===== src/rtl/pipe_stage_reg.sv =====
// pipe_stage_reg: generic pipeline stage register with a valid/ready handshake.
//
// SKID = 0: one data register; in_ready is a combinational pass-through of out_ready.
// SKID = 1: main plus skid register. in_ready comes from state flops only, so the
//           ready path does not chain combinationally across stages.
//
// Ports:
//   clk        rising-edge clock
//   reset      asynchronous active-low reset, clears all state
//   flush      synchronous kill of all held entries; blocks input for the cycle
//   in_valid   upstream has data
//   in_ready   stage accepts data this cycle
//   in_data    upstream payload, sampled only on input fire
//   out_valid  out_data is valid
//   out_ready  downstream accepts this cycle
//   out_data   payload, always the main register
//   occupancy  number of held entries (0..2, max 1 when SKID = 0)
module pipe_stage_reg #(
  parameter int unsigned      WIDTH     = 64,
  parameter int unsigned      SKID      = 1,
  parameter logic [WIDTH-1:0] RESET_VAL = '0
) (
  input  logic             clk,
  input  logic             reset,
  input  logic             flush,
  input  logic             in_valid,
  output logic             in_ready,
  input  logic [WIDTH-1:0] in_data,
  output logic             out_valid,
  input  logic             out_ready,
  output logic [WIDTH-1:0] out_data,
  output logic [1:0]       occupancy
);

  logic in_fire;
  logic out_fire;

  assign in_fire  = in_valid & in_ready;
  assign out_fire = out_valid & out_ready;

  if (SKID != 0) begin : g_skid
    // Encoding equals the number of held entries, so occupancy is the state itself.
    typedef enum logic [1:0] {
      StEmpty = 2'd0,
      StOne   = 2'd1,
      StFull  = 2'd2
    } state_e;

    state_e           state_q, state_d;
    logic [WIDTH-1:0] main_q, main_d;
    logic [WIDTH-1:0] skid_q, skid_d;

    always_ff @(posedge clk or negedge reset) begin
      if (!reset) begin
        state_q <= StEmpty;
        main_q  <= RESET_VAL;
        skid_q  <= RESET_VAL;
      end else begin
        state_q <= state_d;
        main_q  <= main_d;
        skid_q  <= skid_d;
      end
    end

    always_comb begin
      state_d = state_q;
      main_d  = main_q;
      skid_d  = skid_q;
      if (flush) begin
        state_d = StEmpty;
        main_d  = RESET_VAL;
        skid_d  = RESET_VAL;
      end else begin
        case (state_q)
          StEmpty: begin
            if (in_fire) begin
              state_d = StOne;
              main_d  = in_data;
            end
          end
          StOne: begin
            if (in_fire && out_fire) begin
              main_d = in_data;
            end else if (in_fire) begin
              state_d = StFull;
              skid_d  = in_data;
            end else if (out_fire) begin
              state_d = StEmpty;
            end
          end
          StFull: begin
            // in_ready is low here, so only a drain can happen.
            if (out_fire) begin
              state_d = StOne;
              main_d  = skid_q;
            end
          end
          default: state_d = StEmpty;
        endcase
      end
    end

    always_comb begin
      in_ready  = ~flush & (state_q != StFull);
      out_valid = (state_q != StEmpty);
      occupancy = state_q;
      out_data  = main_q;
    end
  end else begin : g_pass
    logic             valid_q, valid_d;
    logic [WIDTH-1:0] main_q, main_d;

    always_ff @(posedge clk or negedge reset) begin
      if (!reset) begin
        valid_q <= 1'b0;
        main_q  <= RESET_VAL;
      end else begin
        valid_q <= valid_d;
        main_q  <= main_d;
      end
    end

    always_comb begin
      valid_d = valid_q;
      main_d  = main_q;
      if (flush) begin
        valid_d = 1'b0;
        main_d  = RESET_VAL;
      end else if (in_fire) begin
        valid_d = 1'b1;
        main_d  = in_data;
      end else if (out_fire) begin
        valid_d = 1'b0;
      end
    end

    always_comb begin
      in_ready  = ~flush & (~valid_q | out_ready);
      out_valid = valid_q;
      occupancy = {1'b0, valid_q};
      out_data  = main_q;
    end
  end

endmodule


===== config.mk =====
export PLATFORM = sky130hd
export DESIGN_NAME = pipe_stage_reg
export DESIGN_NICKNAME = d
export VERILOG_FILES = /design/src/rtl/pipe_stage_reg.sv
export SDC_FILE = /design/constraint.sdc
export NUM_CORES = 1
export LEC_CHECK = 0
export ABC_AREA = 1
export CAP_MARGIN = 20
export CORE_MARGIN = 2
export CORE_UTILIZATION = 46
export CTS_CLUSTER_SIZE = 28
export DETAILED_ROUTE_END_ITERATION = 16
export PLACE_DENSITY = 0.75
export SLEW_MARGIN = 0
export SYNTH_ARGS = -nofsm -noshare
export SYNTH_HDL_FRONTEND = slang
export SYNTH_SLANG_ARGS = --single-unit

===== constraint.sdc =====
create_clock -name clk -period 1.54 [get_ports clk]
set_input_delay 0.308 -clock clk [delete_from_list [all_inputs] [get_ports clk]]
set_output_delay 0.308 -clock clk [all_outputs]
set_load 0.1 [all_outputs]

==> results of run 1 <==
per-stage QoR:
step / setup TNS (ps) / cell area (µm²)
finish: -41070 / 9920
global route: -50490 / 9920
CTS: -36000 / 9630
detailed placement: -46960 / 8670
global placement: -42050 / 8670
floorplan: -65240 / 6350
Yosys cell counts, types with 2 or more instances:
cell,instances,area [µm²]
nand2_1,199,747
dfrtp_1,130,3250
inv_1,70,263
o21ai_0,68,340
nand3_1,66,330
nand4_1,65,407
o21ai_1,49,245
buf_2,22,110
buf_6,18,203
o21ai_2,15,131
buf_4,8,60.1
clkbuf_1,8,30.0
buf_1,6,22.5
nor2_1,6,22.5
ha_1,4,50.1
nor2_4,2,22.5
final cells by class:
cell class	instances	area [µm²]
clock inverters	13	184
clock buffers	18	439
fillers	841	3370
well taps	176	220
repair buffers	210	3110
multi-input cells	479	2430
inverters	71	275
flip-flops and latches	130	3260
routing by layer:
layer | part of all wire, % | track usage, % | vias to the layer above
li1 | - | - | 2799
met1 | 40 | 33.6 | 2974
met2 | 49 | 42.0 | 343
met3 | 7.8 | 4.75 | 60
met4 | 3.1 | 12.1 | 0
met5 | 0 | 0 | -
repair_timing:
item / in CTS / in global routing
gates cloned: 5 / 7
hold endpoints to repair: 23 / 0
endpoints found under the setup margin: 134 / 134
setup buffers: 7 / 10
pin swaps: 2 / 3
hold buffers: 1 / 0
resized for setup: 27 / 16
logic make-up (layout without fill, tap and decap cells):
| group | count (synthesis) | count (layout) | synth area share, % |
|---|---|---|---|
| and+or+nand+nor | 342 | 342 | 25.0 |
| buffers and inverters | 133 | 312 | 11.0 |
| adders and majority gates | 4 | 4 | 0.796 |
| DFF | 130 | 130 | 51.7 |
| AOI/OAI and AO/OA | 133 | 133 | 11.5 |
power groups by stage:
stage	registers, mW	logic, mW	clock network, mW
CTS	4.94	10.0	4.29
floorplan	8.72	2.00	0
finish	4.95	10.5	4.26
global placement	4.95	9.41	0
global route	5.03	10.9	4.44
detailed placement	4.98	9.52	0
state kept, by name, summed over array words and instances (netlist names):
| name | flops |
|---|---|
| g_skid.skid_q | 64 |
| occupancy | 2 |
| out_data | 64 |
how the worst max path moves through the flow:
stage	startpoint	slack, ps	to
finish	occupancy[1]	-400	out_data[15]
global route	occupancy[1]	-470	out_data[15]
CTS	occupancy[1]	-360	out_valid
detailed placement	flush	-430	out_data[62]
global placement	flush	-380	out_data[54]
floorplan	occupancy[1]	-680	out_data[0]
==> impl_metrics.json, run 1 <==
{
  "wirelength_um": 19800,
  "fin_util_pct": 74.6,
  "mostFrequentLayoutCells": "nand2_1, dfrtp_1, buf_12",
  "syn_nets": 815,
  "groute.usage.overall_pct": 25.9,
  "start_util_pct": 47.3,
  "numPortBuffers": 136,
  "synth_edf_count": 0,
  "min_period_over_period_pct": 126,
  "drive_gt1_share_pct": 23.5,
  "timing.fmax_mhz": 515,
  "die_h_um": 121,
  "cp-start-kind": "flip-flop",
  "hold_ws_ps": 328,
  "rsz0062_at_grt": "true",
  "p_sw_share_pct": 45.0,
  "path_buf_inv": 2,
  "cts-htree-levels": 4,
  "cp_top_family": "simple AND/OR/NAND/NOR gates",
  "p_int_mw": 10.9,
  "fin_crit_ps": 1940,
  "crit_chain": "ha_2 > o21ai_2 > nor2_4 > nor2_4 > nand3_4 > buf_12 > clkbuf_16 > nand2_1 > nand2_1",
  "io_pins": 137,
  "synth_area_mm2": 0.00629,
  "cts_root_buf": "clkbuf_16",
  "synth_ff_type": "dfrtp_1",
  "gp_congestion": 0.797,
  "drc_errors": 0,
  "syn_avg_cell_area_um2": 8.48,
  "clk_latency_ps": 410,
  "dp_cells": 1037,
  "irDropWorstVdd_v": 0.00120,
  "wl_per_cell_um": 18.1,
  "tightest_slew_ps": 403,
  "ys_seq_area_share_pct": 51.7,
  "grt_pass1_vias": 5888,
  "setup_viol": 134,
  "synth.distinct_cells": 22,
  "cp_num_cells": 9,
  "pwr-share-clk_pct": 21.6,
  "drt_iter0_markers": 603,
  "cts_tree": "yes",
  "fin_nets": 982,
  "area_growth_pct": 57.7,
  "grt_max_degree": 48,
  "synth-async-reset-ratio_pct": 100,
  "final_common_cell": "nand2_1",
  "grt_overflow_total": 0,
  "slew_headroom_pct": 73.1,
  "violations": "negative setup slack",
  "power.leakage_nw": 4.65,
  "critPathCaptureType": "flip-flop",
  "rr_worst_depth": 9,
  "ys_warn_count": 0,
  "cpMaxStageDelayCell": "dfrtp_4",
  "cts_inserted_buffers": 17,
  "clock_skew_ps": 10.4,
  "min_path_type": "primary input to async pin",
  "vias": 6176,
  "hold_viol": 0,
  "slew_violations": 0,
  "instances_no_fill": 1097,
  "status": "finished with violations",
  "clockBufferDepth": 2,
  "ant_nets": 0,
  "r2r_slack_ps": -400,
  "pwr-share-comb_pct": 53.3,
  "p_per_area_mw_per_mm2": 1990,
  "critPathMaxFanout": 5,
  "cts.sinks": 130,
  "worst_slack_ps": -400,
  "totalPowerFinal_mw": 19.7,
  "avgViaCountPerCell": 5.63,
  "maxCapViolations": 0,
  "cp.arrival_ps": 2240,
  "ys_ff_latch": 130,
  "syn_inst": 742,
  "die_area_mm2": 0.0146,
  "core_mm2": 0.0133,
  "antenna_cells": 0,
  "die_w_um": 121,
  "num_rows": 42,
  "antenna_found_initial": 0,
  "p_switching_mw": 8.87,
  "drtPass1Iterations": 7,
  "seqPwrFrac_pct": 25.1,
  "worstSetupPathType": "flip-flop to flip-flop",
  "post-place-ws_ps": -431,
  "cp_slowest_stage_delay_ps": 500,
  "dp_hpwl_um": 11300,
  "cp.required_ps": 1840,
  "clkTransAtPathRegs_ps": 60,
  "grt_pass1_wl_um": 29600,
  "reg2reg_from": "occupancy[1]",
  "rr_endpoint": "out_data[15]"
}
(Power assumes the default switching activity.)
==> inputs of run 2 (changes only) <==
Settings changed: CAP_MARGIN 20 to not set, SETUP_SLACK_MARGIN set to 0.15.
==> run 2 against run 1 <==
The run still ends with negative setup slack left. Wire length decreased by 2.8%. Setup slack improved by 26 ps. Clock skew increased by 2.9 ps. Flip-flop and latch count unchanged. Combinational power about the same. Fmax increased by 1.4%. Final area decreased by 0.37%. Register-to-register slack improved by 30 ps. Critical path depth decreased by 3. Clock-buffer cell count unchanged. Sequential power about the same. Critical path type is now flip-flop to output port. Highest routed layer unchanged.
==> impl_metrics.json, run 2 (synthesis results as in run 1) <==
{
  "status": "finished with violations",
  "violations": "negative setup slack",
  "final_common_cell": "nand2_1",
  "cp.required_ps": 1230,
  "r2r_slack_ps": -370,
  "post-place-ws_ps": -431,
  "fin_crit_ps": 1910,
  "drive_gt1_share_pct": 23.3,
  "clk_latency_ps": 410,
  "ant_nets": 0,
  "irDropWorstVdd_v": 0.00117,
  "cp.arrival_ps": 1610,
  "slew_violations": 0,
  "drtPass1Iterations": 5,
  "min_path_type": "primary input to async pin",
  "n_fill_cell": 841,
  "grt_pass1_vias": 5888,
  "mostFrequentLayoutCells": "nand2_1, dfrtp_1, buf_12",
  "wl_per_cell_um": 17.6,
  "critPathCaptureType": "output port",
  "drt_iter0_markers": 616,
  "grt_overflow_total": 0,
  "antenna_cells": 0,
  "rsz0062_at_grt": "true",
  "fin_util_pct": 74.4,
  "hold_viol": 0,
  "clkTransAtPathRegs_ps": 60,
  "worstSetupPathType": "flip-flop to output port",
  "antenna_found_initial": 0,
  "maxCapViolations": 0,
  "clock_skew_ps": 13.2,
  "vias": 6074,
  "io_pins": 137,
  "die_area_mm2": 0.0146,
  "cp-start-kind": "flip-flop",
  "worst_slack_ps": -374,
  "cts.sinks": 130,
  "cts-htree-levels": 4,
  "critPathMaxFanout": 3,
  "cts_tree": "yes",
  "die_w_um": 121,
  "cts_root_buf": "clkbuf_16",
  "wirelength_um": 19300,
  "drc_errors": 0,
  "clockBufferDepth": 2,
  "core_mm2": 0.0133,
  "power.leakage_nw": 4.63,
  "num_rows": 42,
  "tightest_slew_ps": 401,
  "setup_viol": 134,
  "min_period_over_period_pct": 124,
  "die_h_um": 121,
  "groute.usage.overall_pct": 25.9,
  "gp_congestion": 0.797,
  "area_growth_pct": 57.2,
  "timing.fmax_mhz": 522,
  "fin_nets": 980,
  "numPortBuffers": 136,
  "slew_headroom_pct": 73.3,
  "dp_hpwl_um": 11300,
  "start_util_pct": 47.3,
  "avgViaCountPerCell": 5.55,
  "grt_max_degree": 48,
  "cts_inserted_buffers": 17,
  "p_per_area_mw_per_mm2": 1990,
  "grt_pass1_wl_um": 29600
}
-- run 2: changes by cell type in the layout (fill, tap and decap cells not counted), sizes merged --
cell    delta
buf        -1
clkbuf     -1
-- run 2: worst max-delay path, stage by stage, from the launching register on --
cell	delay [ps]
dfrtp_4	500
inv_4	70
ha_4	140
buf_6	100
clkinvlp_4	90
buf_6	130
buf_12	150
-- run 2: cell type report --
| cell class | instances | area (µm²) | area share (%) |
|---|---|---|---|
| Sequential cell | 130 | 3260 | 33.0 |
| Multi-Input combinational cell | 479 | 2430 | 24.6 |
| Timing Repair Buffer | 208 | 3070 | 31.1 |
| Inverter | 71 | 275 | 2.78 |
| Clock inverter | 13 | 184 | 1.86 |
| Clock buffer | 18 | 439 | 4.44 |
| Tap cell | 176 | 220 | 2.23 |
-- run 2: path summary, 6_finish.rpt --
kind / start / endpoint / cells past startpoint
worst max-delay path: occupancy[1] / out_valid / 6
worst min-delay path: reset / g_skid.skid_q[13] / 2
worst max register to register: occupancy[1] / out_data[20] / 9
worst min register to register: g_skid.skid_q[45] / g_skid.skid_q[45] / 2
max in group asynchronous: reset / g_skid.skid_q[20] / 3
min in group clk: in_data[30] / g_skid.skid_q[30] / 3
-- run 2: where the power goes --
| group | switching, mW | total (mW) | internal, mW | leakage [nW] |
|---|---|---|---|---|
| logic | 6.56 | 10.4 | 3.88 | 2.64 |
| registers | 0.755 | 4.95 | 4.20 | 1.69 |
| clock network | 1.52 | 4.26 | 2.74 | 0.299 |
| total | 8.84 | 19.7 | 10.8 | 4.63 |
-- run 2: metrics by stage --
stage | instance area [µm²] | cells | setup TNS, ps | hold WS (ps) | power, mW
finish | 9890 | 1095 | -39980 | 327 | 19.7
global route | 9890 | 1095 | -49530 | 348 | 20.3
CTS | 9630 | 1081 | -36000 | 320 | 19.2
detailed placement | 8670 | 1037 | -46960 | 191 | 14.5
global placement | 8670 | 1037 | -42050 | 191 | 14.4
floorplan | 6350 | 742 | -65240 | 12.4 | 10.7
-- run 2: layer usage --
layer | global-route usage (%) | share of wire, %
met1 | 33.6 | 41
met2 | 42.0 | 50
met3 | 4.75 | 6.5
met4 | 12.1 | 3.1
met5 | 0 | 0
-- run 2: what timing repair did --
action,CTS,global route
resized for setup,27,14
pin swaps,2,3
cloned,5,5
hold buffers,1,0
setup buffers,7,9
hold endpoints to repair,23,0
endpoints found under the setup margin,134,134
==> inputs of run 3 (changes only) <==
Settings changed: ABC_AREA 1 to not set, PLACE_DENSITY 0.75 to 0.73.
Clock period 1.54 ns to 1.8 ns, I/O delays scaled along.
==> run 3 against run 2 <==
The flow still finishes with violations (negative setup slack). Final cell count shrank 19%. Synthesized cell count fell by 30%. Worst hold slack improved by 97 ps. Critical path type is now flip-flop to flip-flop. Largest power group unchanged.
==> impl_metrics.json, run 3 <==
{
  "tightest_slew_ps": 410,
  "cp.arrival_ps": 2400,
  "ys_seq_area_share_pct": 52.9,
  "synth_edf_count": 0,
  "grt_pass1_wl_um": 27800,
  "syn_inst": 521,
  "design_area_mm2": 0.0103,
  "grt_max_degree": 57,
  "cp.required_ps": 2150,
  "synth_area_mm2": 0.00615,
  "maxCapViolations": 0,
  "yosysTopAreaCellShare_pct": 52.9,
  "violations": "negative setup slack",
  "critPathMaxFanout": 7,
  "wl_per_cell_um": 22.9,
  "cpMaxStageDelayCell": "dfrtp_4",
  "power.leakage_nw": 4.15,
  "cp-start-kind": "flip-flop",
  "min_path_type": "primary input to async pin",
  "drtPass1Iterations": 5,
  "cts_root_buf": "clkbuf_16",
  "crit_chain": "buf_6 > ha_4 > nand4bb_4 > a31oi_4 > nand3_4 > buf_12 > buf_6 > clkbuf_16 > o2bb2ai_2",
  "io_pins": 137,
  "clock_skew_ps": 9.51,
  "synth-async-reset-ratio_pct": 100,
  "slew_headroom_pct": 72.7,
  "irDropWorstVdd_v": 0.00114,
  "ys_ff_latch": 130,
  "fin_util_pct": 78.2,
  "instances_no_fill": 882,
  "setup_viol": 132,
  "vias": 4997,
  "drt_iter0_markers": 411,
  "gp_congestion": 0.801,
  "syn_nets": 594,
  "rsz0062_at_grt": "true",
  "ant_nets": 0,
  "cts_tree": "yes",
  "yosysTopAreaCell": "dfrtp_1",
  "r2r_slack_ps": -260,
  "multi_input_area_mm2": 0.00313,
  "avgViaCountPerCell": 5.67,
  "min_period_over_period_pct": 114,
  "grt_overflow_total": 0,
  "area_growth_pct": 66.9,
  "synth.distinct_cells": 28,
  "fin_nets": 772,
  "worstSetupPathType": "flip-flop to flip-flop",
  "critPathCaptureType": "flip-flop",
  "synth.area.top_cells": "dfrtp_1, o2bb2ai_2, mux2i_1",
  "final_common_cell": "dfrtp_1",
  "worst_slack_ps": -259,
  "drive_gt1_share_pct": 38.0,
  "grt_pass1_vias": 5243,
  "die_h_um": 120,
  "synthTopCellsByCount": "dfrtp_1, nand2_1, a21oi_1",
  "numPortBuffers": 136,
  "cts.sinks": 130,
  "mostFrequentLayoutCells": "dfrtp_1, nand2_1, buf_12",
  "antenna_found_initial": 0,
  "syn_avg_cell_area_um2": 11.8,
  "cpMostUsedCell": "buf_6",
  "fin_crit_ps": 2060,
  "seq_area_mm2": 0.00326,
  "clockBufferDepth": 2,
  "core_mm2": 0.0131,
  "drc_errors": 0,
  "die_w_um": 120,
  "p_per_area_mw_per_mm2": 1800,
  "cts_inserted_buffers": 17,
  "wirelength_um": 20200,
  "die_area_mm2": 0.0143,
  "fin_tns_setup_ps": -22790,
  "cts-htree-levels": 4,
  "hold_viol": 0,
  "antenna_cells": 0,
  "n_fill_cell": 746,
  "cp_slowest_stage_delay_ps": 500,
  "clk_latency_ps": 430,
  "start_util_pct": 46.8,
  "groute.usage.overall_pct": 25.5,
  "dp_cells": 819,
  "timing.fmax_mhz": 486,
  "synth.most_common_cell": "dfrtp_1",
  "ys_warn_count": 0,
  "synth_ff_type": "dfrtp_1",
  "status": "finished with violations",
  "dp_hpwl_um": 10400,
  "place_area_mm2": 0.00851,
  "slew_violations": 0,
  "clkTransAtPathRegs_ps": 60,
  "num_rows": 42
}
run 3: path summary, 6_finish.rpt:
check,end,from,depth (start not counted)
min in group clk,g_skid.skid_q[12],flush,3
hold reg to reg,g_skid.skid_q[28],g_skid.skid_q[28],2
setup / recovery,out_data[47],occupancy[1],9
setup reg to reg,out_data[47],occupancy[1],9
max in group asynchronous,g_skid.skid_q[29],reset,3
hold / removal,g_skid.skid_q[44],reset,2
run 3: area by class of cell:
type | instances | area share (%)
Multi-Input combinational cell | 346 | 30.5
Sequential cell | 130 | 31.7
Clock buffer | 25 | 4.73
Tap cell | 176 | 2.14
Inverter | 4 | 0.207
Clock inverter | 1 | 0.0487
Timing Repair Buffer | 200 | 30.7
run 3: through the flow:
| step | hold slack (ps) | power, mW | setup slack (ps) |
|---|---|---|---|
| final | 425 | 18.5 | -259 |
| after global routing | 458 | 18.9 | -290 |
| after CTS | 428 | 17.5 | -198 |
| after detailed placement | 312 | 13.6 | -183 |
| after global placement | 304 | 13.5 | -161 |
| after floorplan | 64.4 | 10.1 | -300 |
run 3: kinds of logic after synthesis:
logic type	synth area share [%]
AO/OA/AOI/OAI	21.4
adder cells (fa/ha/maj)	0.813
flip-flops	52.9
buffers and inverters	4.74
multiplexers	10.6
AND/OR/NAND/NOR	9.60
run 3: repair_timing:
item                       in CTS  in global routing
hold buffers                    1                  0
setup endpoints to repair     132                132
setup buffers                  10                  6
hold endpoints to repair       26                  0
resized for setup              44                 66
pin swaps                      21                 16
gates cloned                    9                 11
run 3: critical path, delay by kind of cell, from the launching register on:
family	cells	cell delay [ps]
AOI/OAI and AO/OA	2	370
adders and majority gates	1	180
and+or+nand+nor	2	330
buffers and inverters	4	590
DFF	1	500
run 3: metal layers:
metal | global-route usage, % | wire length [µm]
met2 | 43.5 | 10700
met3 | 5.75 | 1350
met5 | 0 | 0
met1 | 32.5 | 7750
met4 | 7.87 | 367
run 3: where the power goes:
group | switching (mW) | internal [mW] | total [mW] | leakage, nW
sequential | 0.942 | 3.61 | 4.55 | 1.75
combinational | 6.49 | 4.43 | 10.9 | 2.16
clock | 1.19 | 1.82 | 3.00 | 0.241
